<file path="src/rtl/gbf_out_writer_pkg.sv">
// Shared types and constants for the global-buffer output writer.
package gbf_out_writer_pkg;

    // Width of each packed per-PE row/column index field.
    localparam int IDX_W = 8;

    // Collection pass state machine.
    typedef enum logic [1:0] {
        ST_IDLE = 2'd0,
        ST_RUN  = 2'd1,
        ST_DONE = 2'd2
    } state_t;

endpackage

</file>
<file path="src/rtl/gbf_out_writer_if.sv">
// PE write-request bus and output-buffer write port of the output writer.
// The PE side drives requests through the master modport; the writer owns the
// grants and the buffer write port through the slave modport.
interface gbf_out_writer_if #(
    parameter int WIDTH      = 32,
    parameter int NUM_REQ    = 4,
    parameter int HEIGHT_OUT = 32
) ();
    import gbf_out_writer_pkg::*;

    localparam int AW = $clog2(HEIGHT_OUT);

    logic [NUM_REQ-1:0]       req;
    logic [NUM_REQ*IDX_W-1:0] i_idx;
    logic [NUM_REQ*IDX_W-1:0] j_idx;
    logic [NUM_REQ*WIDTH-1:0] data_in;
    logic [NUM_REQ-1:0]       grant;
    logic                     we;
    logic [AW-1:0]            addr;
    logic [WIDTH-1:0]         wdata;

    modport master (
        output req, i_idx, j_idx, data_in,
        input  grant, we, addr, wdata
    );

    modport slave (
        input  req, i_idx, j_idx, data_in,
        output grant, we, addr, wdata
    );

endinterface

</file>
<file path="src/rtl/gbf_out_writer_rr_arbiter.sv">
// Round-robin arbiter: priority starts at the requester just after the last
// winner, and the pointer only moves when a grant is actually issued.
module rr_arbiter #(
    parameter int N = 4
) (
    input  logic                            clk,
    input  logic                            rst,
    input  logic [N-1:0]                    req,
    input  logic                            enable,
    output logic [N-1:0]                    grant,
    output logic [(N > 1 ? $clog2(N) : 1)-1:0] idx
);
    localparam int IW = (N > 1) ? $clog2(N) : 1;

    logic [IW-1:0] ptr_q;
    logic [IW-1:0] ptr_d;
    logic          found;

    // Scan requesters starting at the pointer and pick the first one asserted.
    always_comb begin
        grant = '0;
        idx   = '0;
        found = 1'b0;
        ptr_d = ptr_q;
        if (enable) begin
            for (int k = 0; k < N; k++) begin
                if (!found && req[(int'(ptr_q) + k) % N]) begin
                    found = 1'b1;
                    grant[(int'(ptr_q) + k) % N] = 1'b1;
                    idx = IW'((int'(ptr_q) + k) % N);
                end
            end
        end
        if (found) begin
            ptr_d = (idx == IW'(N - 1)) ? '0 : idx + IW'(1);
        end
    end

    // Priority pointer register, back to requester 0 on reset.
    always_ff @(posedge clk) begin
        if (rst) begin
            ptr_q <= '0;
        end else begin
            ptr_q <= ptr_d;
        end
    end

endmodule

</file>
<file path="src/rtl/gbf_out_writer.sv">
// Collects PE result words into the output buffer at address i*COL2+j.
// One grant per cycle, registered one cycle after the winner is sampled; the
// pass finishes once ROW1*COL2 valid writes have been issued.
module gbf_out_writer
    import gbf_out_writer_pkg::*;
#(
    parameter int WIDTH      = 32,
    parameter int NUM_REQ    = 4,
    parameter int ROW1       = 2,
    parameter int COL2       = 5,
    parameter int HEIGHT_OUT = 32
) (
    input  logic              clk,
    input  logic              rst,
    input  logic              start,
    gbf_out_writer_if.slave   bus,
    output logic              busy,
    output logic              done,
    output logic              err
);
    localparam int AW    = $clog2(HEIGHT_OUT);
    localparam int IW    = (NUM_REQ > 1) ? $clog2(NUM_REQ) : 1;
    localparam int TOTAL = ROW1 * COL2;
    localparam int CNT_W = $clog2(TOTAL + 1);
    localparam int PW    = AW + IDX_W;

    state_t             state_q, state_d;
    logic [CNT_W-1:0]   count_q, count_d;
    logic               err_q, err_d;
    logic [NUM_REQ-1:0] grant_q, grant_d;
    logic               we_q, we_d;
    logic [AW-1:0]      addr_q, addr_d;
    logic [WIDTH-1:0]   wdata_q, wdata_d;

    logic               arb_en;
    logic [NUM_REQ-1:0] arb_req;
    logic [NUM_REQ-1:0] arb_grant;
    logic [IW-1:0]      arb_idx;
    logic [IDX_W-1:0]   win_i;
    logic [IDX_W-1:0]   win_j;
    logic [WIDTH-1:0]   win_data;
    logic [AW-1:0]      win_addr;
    logic               win_in_range;

    // A requester whose grant is currently visible sits out this arbitration.
    assign arb_req = bus.req & ~grant_q;
    assign arb_en  = (state_q == ST_RUN);

    rr_arbiter #(.N(NUM_REQ)) u_arb (
        .clk    (clk),
        .rst    (rst),
        .req    (arb_req),
        .enable (arb_en),
        .grant  (arb_grant),
        .idx    (arb_idx)
    );

    // Pull the winner's fields off the packed buses and form its buffer address.
    always_comb begin
        win_i        = bus.i_idx[arb_idx*IDX_W +: IDX_W];
        win_j        = bus.j_idx[arb_idx*IDX_W +: IDX_W];
        win_data     = bus.data_in[arb_idx*WIDTH +: WIDTH];
        win_addr     = AW'(PW'(win_i) * PW'(COL2) + PW'(win_j));
        win_in_range = (win_i < IDX_W'(ROW1)) && (win_j < IDX_W'(COL2));
    end

    // Next-state, write-count and registered write-port values.
    always_comb begin
        state_d = state_q;
        count_d = count_q;
        err_d   = err_q;
        grant_d = '0;
        we_d    = 1'b0;
        addr_d  = addr_q;
        wdata_d = wdata_q;
        case (state_q)
            ST_IDLE, ST_DONE: begin
                if (start) begin
                    state_d = ST_RUN;
                    count_d = '0;
                    err_d   = 1'b0;
                end
            end
            ST_RUN: begin
                if (|arb_grant) begin
                    grant_d = arb_grant;
                    addr_d  = win_addr;
                    wdata_d = win_data;
                    if (win_in_range) begin
                        we_d    = 1'b1;
                        count_d = count_q + CNT_W'(1);
                        if (count_q + CNT_W'(1) == CNT_W'(TOTAL)) begin
                            state_d = ST_DONE;
                        end
                    end else begin
                        err_d = 1'b1;
                    end
                end
            end
            default: state_d = ST_IDLE;
        endcase
    end

    // State and write-port registers; reset drops any write in flight.
    always_ff @(posedge clk) begin
        if (rst) begin
            state_q <= ST_IDLE;
            count_q <= '0;
            err_q   <= 1'b0;
            grant_q <= '0;
            we_q    <= 1'b0;
            addr_q  <= '0;
            wdata_q <= '0;
        end else begin
            state_q <= state_d;
            count_q <= count_d;
            err_q   <= err_d;
            grant_q <= grant_d;
            we_q    <= we_d;
            addr_q  <= addr_d;
            wdata_q <= wdata_d;
        end
    end

    assign bus.grant = grant_q;
    assign bus.we    = we_q;
    assign bus.addr  = addr_q;
    assign bus.wdata = wdata_q;
    assign busy      = (state_q == ST_RUN);
    assign done      = (state_q == ST_DONE);
    assign err       = err_q;

endmodule

</file>
<file path="src/flat_wrapper.sv">
// flat-port wrapper written by rule: the top's interface ports become plain ports
module gbf_out_writer_flat import gbf_out_writer_pkg::*;
#(
    parameter int WIDTH      = 32,
    parameter int NUM_REQ    = 4,
    parameter int ROW1       = 2,
    parameter int COL2       = 5,
    parameter int HEIGHT_OUT = 32
)
  (clk, rst, start, busy, done, err, bus_req, bus_i_idx, bus_j_idx, bus_data_in, bus_grant, bus_we, bus_addr, bus_wdata);
  gbf_out_writer_if #(.WIDTH(WIDTH), .NUM_REQ(NUM_REQ), .HEIGHT_OUT(HEIGHT_OUT)) bus_i ();
  input  logic clk;
  input  logic rst;
  input  logic start;
  output logic busy;
  output logic done;
  output logic err;
  input wire logic [$bits(bus_i.req)-1:0] bus_req;
  input wire logic [$bits(bus_i.i_idx)-1:0] bus_i_idx;
  input wire logic [$bits(bus_i.j_idx)-1:0] bus_j_idx;
  input wire logic [$bits(bus_i.data_in)-1:0] bus_data_in;
  output wire logic [$bits(bus_i.grant)-1:0] bus_grant;
  output wire logic [$bits(bus_i.we)-1:0] bus_we;
  output wire logic [$bits(bus_i.addr)-1:0] bus_addr;
  output wire logic [$bits(bus_i.wdata)-1:0] bus_wdata;
  assign bus_i.req = bus_req;
  assign bus_i.i_idx = bus_i_idx;
  assign bus_i.j_idx = bus_j_idx;
  assign bus_i.data_in = bus_data_in;
  assign bus_grant = bus_i.grant;
  assign bus_we = bus_i.we;
  assign bus_addr = bus_i.addr;
  assign bus_wdata = bus_i.wdata;
  gbf_out_writer #(.WIDTH(WIDTH), .NUM_REQ(NUM_REQ), .ROW1(ROW1), .COL2(COL2), .HEIGHT_OUT(HEIGHT_OUT)) u_core (.clk(clk), .rst(rst), .start(start), .bus(bus_i), .busy(busy), .done(done), .err(err));
endmodule
</file>
<file path="config.mk">
export PLATFORM = sky130hd
export DESIGN_NAME = gbf_out_writer_flat
export DESIGN_NICKNAME = d
export VERILOG_FILES = /design/src/rtl/gbf_out_writer_pkg.sv /design/src/rtl/gbf_out_writer_if.sv /design/src/rtl/gbf_out_writer_rr_arbiter.sv /design/src/rtl/gbf_out_writer.sv /design/src/flat_wrapper.sv
export SDC_FILE = /design/constraint.sdc
export NUM_CORES = 1
export LEC_CHECK = 0
export ABC_AREA = 1
export BUFFER_PORTS_ARGS = -buffer_cell sky130_fd_sc_hd__buf_2
export CAP_MARGIN = 20
export CORE_ASPECT_RATIO = 1.25
export CORE_MARGIN = 5
export CORE_UTILIZATION = 49
export CTS_CLUSTER_DIAMETER = 80
export DETAILED_ROUTE_END_ITERATION = 8
export GPL_ROUTABILITY_DRIVEN = 0
export MAX_ROUTING_LAYER = met4
export PLACE_DENSITY_LB_ADDON = 0.2
export SYNTH_ARGS = -nofsm -noshare
export SYNTH_HDL_FRONTEND = slang
export SYNTH_HIERARCHICAL = 1
export SYNTH_SLANG_ARGS = --single-unit
export TNS_END_PERCENT = 5
</file>
<file path="constraint.sdc">
create_clock -name clk -period 9.6 [get_ports clk]
set_input_delay 0.48 -clock clk [delete_from_list [all_inputs] [get_ports clk]]
set_output_delay 0.48 -clock clk [all_outputs]
set_load 0.005 [all_outputs]
</file>
==> metrics.md <==
| Metric | Value |
|---|---|
| Run status | `finished clean` |
| Starting DRT DRC Count | `347` |
| Die Y | `114.4 um` |
| Residual DRC count | `0` |
| Main combinational cell family by area after synthesis | `simple AND/OR/NAND/NOR gates` |
| Final hold violation count | `0` |
| Post-Route Skew | `0.006313 ns` |
| Detailed-placement wirelength estimate | `11470 um` |
| Max Clock Freq | `186.9 MHz` |
| CTS root buffer | `clkbuf_8` |
| CP Data Required Time | `9.81 ns` |
| Final WL | `14660 um` |
| Post-DP Area | `5416 um^2` |
| R2r endpoint | `u_core/bus.addr[4]` |
| #FFs+latches synth | `51` |
| Finished Layout Cells | `1037` |
| Die footprint | `10700 um^2` |
| I/O pins | `244` |
| Tcrit/Tclk final | `55.72%` |
| Warnings from Yosys | `6` |
| Post-Synth Simple-Gate Area | `36.35%` |
| Fin area | `5557 um^2` |
| Max-cap violations | `0` |
| Crit Path Max Fanout | `96` |
| Reg2reg setup slack | `4.25 ns` |
| Dpl cells | `1029` |
| Nets | `1134` |
| TNS Setup | `0 ns` |
| Setup WS post-layout | `4.251 ns` |
| Top cell type by total area after synthesis | `dfxtp_1` |
| Post-CTS Resized | `0` |
| Least-Margin Pin Slew | `1.029 ns` |
| Mapped cell area | `4275 um^2` |
| ANT nets after route | `0` |
| Total setup buffers inserted after CTS | `0` |
| Critical Path Source Type | `register` |
| CTS tree | `built` |
| Clock transition at path regs | `0.10 ns` |
| FILL cells | `822` |
| Hold Crit Depth | `2` |
| Core area | `8606 um^2` |
| Gr usage total | `27.14%` |
| First-pass GRT wire length | `22980 um` |
| Largest net degree at the start of global routing | `98` |
| Clk_lat worst skew | `0.30 ns` |
| Die span in x | `93.55 um` |
| PortBufs | `243` |
| Worst vdd ir | `0.09733 mV` |
| Pwr Density | `159.7 nW/um^2` |
| Worst hold endpoint | `u_core/u_arb/ptr_q[0]` |
| Rows | `38` |
| Mean post-synth cell area | `6.056 um^2` |
| Commonest non-fill, non-tap cell in the layout | `buf_2` |
| Hold crit path type | `in2reg` |
| Yosys top cell area share | `23.88%` |
| Max Root-Sink Buffers | `2` |
| H-tree depth | `2` |
| Initial antenna violation count | `0` |
| Post-Synth XOR/XNOR Area | `1.434%` |
| TritonRoute pass-1 iters | `5` |
| Proportion of synthesized area in mux cells | `0%` |
| Post-CTS Hold Fix Bufs | `0` |
| Clock tree sinks | `51` |
| Register area | `1021 um^2` |
| Compound-Gate Fraction of Synth Area | `20.92%` |
| Cell count after synthesis | `706` |
| Prevailing post-synth register cell | `dfxtp_1` |
| Synth cell types | `38` |
| Vias in the first global route | `5046` |
| RSZ-0062 raised after global routing | `false` |
| # diodes | `0` |
| Synthesized-area fraction occupied by adder cells | `5.912%` |
| Final min period | `5.349 ns` |
| WS Path Type | `reg2reg` |
| Initial core utilization | `49.68%` |
| FF-to-FF path depth | `23` |
| CP Capture Type | `register` |
| WL/cell | `14.13 um` |
| Drt via density | `5.162` |
| Placement Setup Slack | `4.351 ns` |
| Worst r2r src | `u_core/u_arb/ptr_q[0]` |
| Syn_nets | `924` |
| Leakage | `0.003053 uW` |
| CP arrival | `5.56 ns` |
| Max transition margin | `31.33%` |
| Gr ovfl total | `0` |
| Sequential fraction of the synthesis area | `23.88%` |
| Vias | `5353` |
| Area Growth Syn to Fin | `29.97%` |
| Hold Crit Start | `rst` |
| Post-synth EDFFs | `0` |
| Slew Limit Fails | `0` |
| FFs w/ async S/R, synth | `0%` |
| Final setup violation count | `0` |
| Most frequent cells in the layout | `buf_2, nor2_1, nand2_1, o21ai_0, inv_1` |
| Worst hold margin | `0.4526 ns` |
| Ranking of synthesized cells by area | `dfxtp_1, nor2_1, o21ai_0, nand2_1, inv_1` |
| Multi-input gate area | `2763 um^2` |
| Share of layout cells above drive strength 1 | `31.41%` |
| Inserted Clock Buffers | `5` |
worst max-delay path, stage by stage, from the launching register on:
cell and delay [ns]:
dfxtp_1 0.72, inv_8 0.11, ha_1 0.39, inv_1 0.11, nand3_1 0.10, nand2_1 0.11
a21oi_1 0.17, nand2_1 0.07, nand2_1 0.09, nand2_1 0.09, inv_2 0.11, buf_4 0.71
o21ai_0 0.22, o22ai_1 0.28, ha_1 0.23, fa_1 0.43, ha_1 0.33, a21oi_1 0.18
nand2_1 0.08, xor2_1 0.15, xnor2_1 0.17, o21ai_0 0.09, o21ai_0 0.19, inv_1 0.05
per-stage QoR:
stage	total power [uW]	util, %
floorplan	581.0	-
global placement	689.4	62.94
detailed placement	705.6	62.94
CTS	889.7	64.57
global route	958.9	64.57
finish	887.7	64.57
registers in the layout, indices dropped and copies added, names as in the netlist:
| register | flops |
|---|---|
| u_core/bus.grant | 4 |
| u_core/bus.wdata | 32 |
| u_core/count_q | 4 |
| u_core/bus.we | 1 |
| u_core/u_arb/ptr_q | 2 |
| u_core/bus.addr | 5 |
| u_core/err | 1 |
| u_core/state_q | 2 |
worst max path at each step:
stage / from / end
3_3_place_gp: u_core/u_arb/ptr_q[0] / u_core/bus.addr[4]
4_1_cts: u_core/u_arb/ptr_q[0] / u_core/bus.addr[4]
5_1_grt: u_core/u_arb/ptr_q[0] / u_core/bus.addr[4]
6_report: u_core/u_arb/ptr_q[0] / u_core/bus.addr[4]
2_1_floorplan: u_core/u_arb/ptr_q[1] / u_core/bus.addr[4]
3_5_place_dp: u_core/u_arb/ptr_q[0] / u_core/bus.addr[4]
routing by layer:
metal / part of all wire [%] / vias to the layer above / routed length, um / track usage, %
li1: - / 2711 / - / -
met1: 38 / 2345 / 5559 / 32.14
met2: 49 / 252 / 7227 / 45.94
met3: 8.5 / 45 / 1240 / 3.879
met4: 4.3 / 0 / 631 / 11.37
met5: 0 / - / 0 / -
synthesized netlist by cell type, drive strengths merged (5+ instances only):
cell	instances
nor2	169
nand2	144
o21ai	111
inv	61
dfxtp	51
nand3	40
a31oi	32
buf	27
ha	17
clkbuf	16
a21oi	12
nand4	5
power breakdown:
part	total (uW)	switching, uW	leakage [uW]	internal, uW
Sequential	253	16.6	0.000415	236
Clock	182	76.4	0.0000703	106
Combinational	453	279	0.00257	174
layout make-up:
cell class,instances,share of cell area (%)
Clock buffer,5,1.238
Clock inverter,3,1.283
Inverter,61,4.391
Multi-Input combinational cell,551,49.72
Sequential cell,51,18.37
Tap cell,120,2.702
Timing Repair Buffer,246,22.29
cell families after synthesis:
group | Yosys count
and+or+nand+nor | 361
adders and majority gates | 19
AOI/OAI and AO/OA | 164
buffers and inverters | 104
DFF | 51
xor gates and xnor gates | 7
Note: power is estimated with default switching activity, not from simulation.
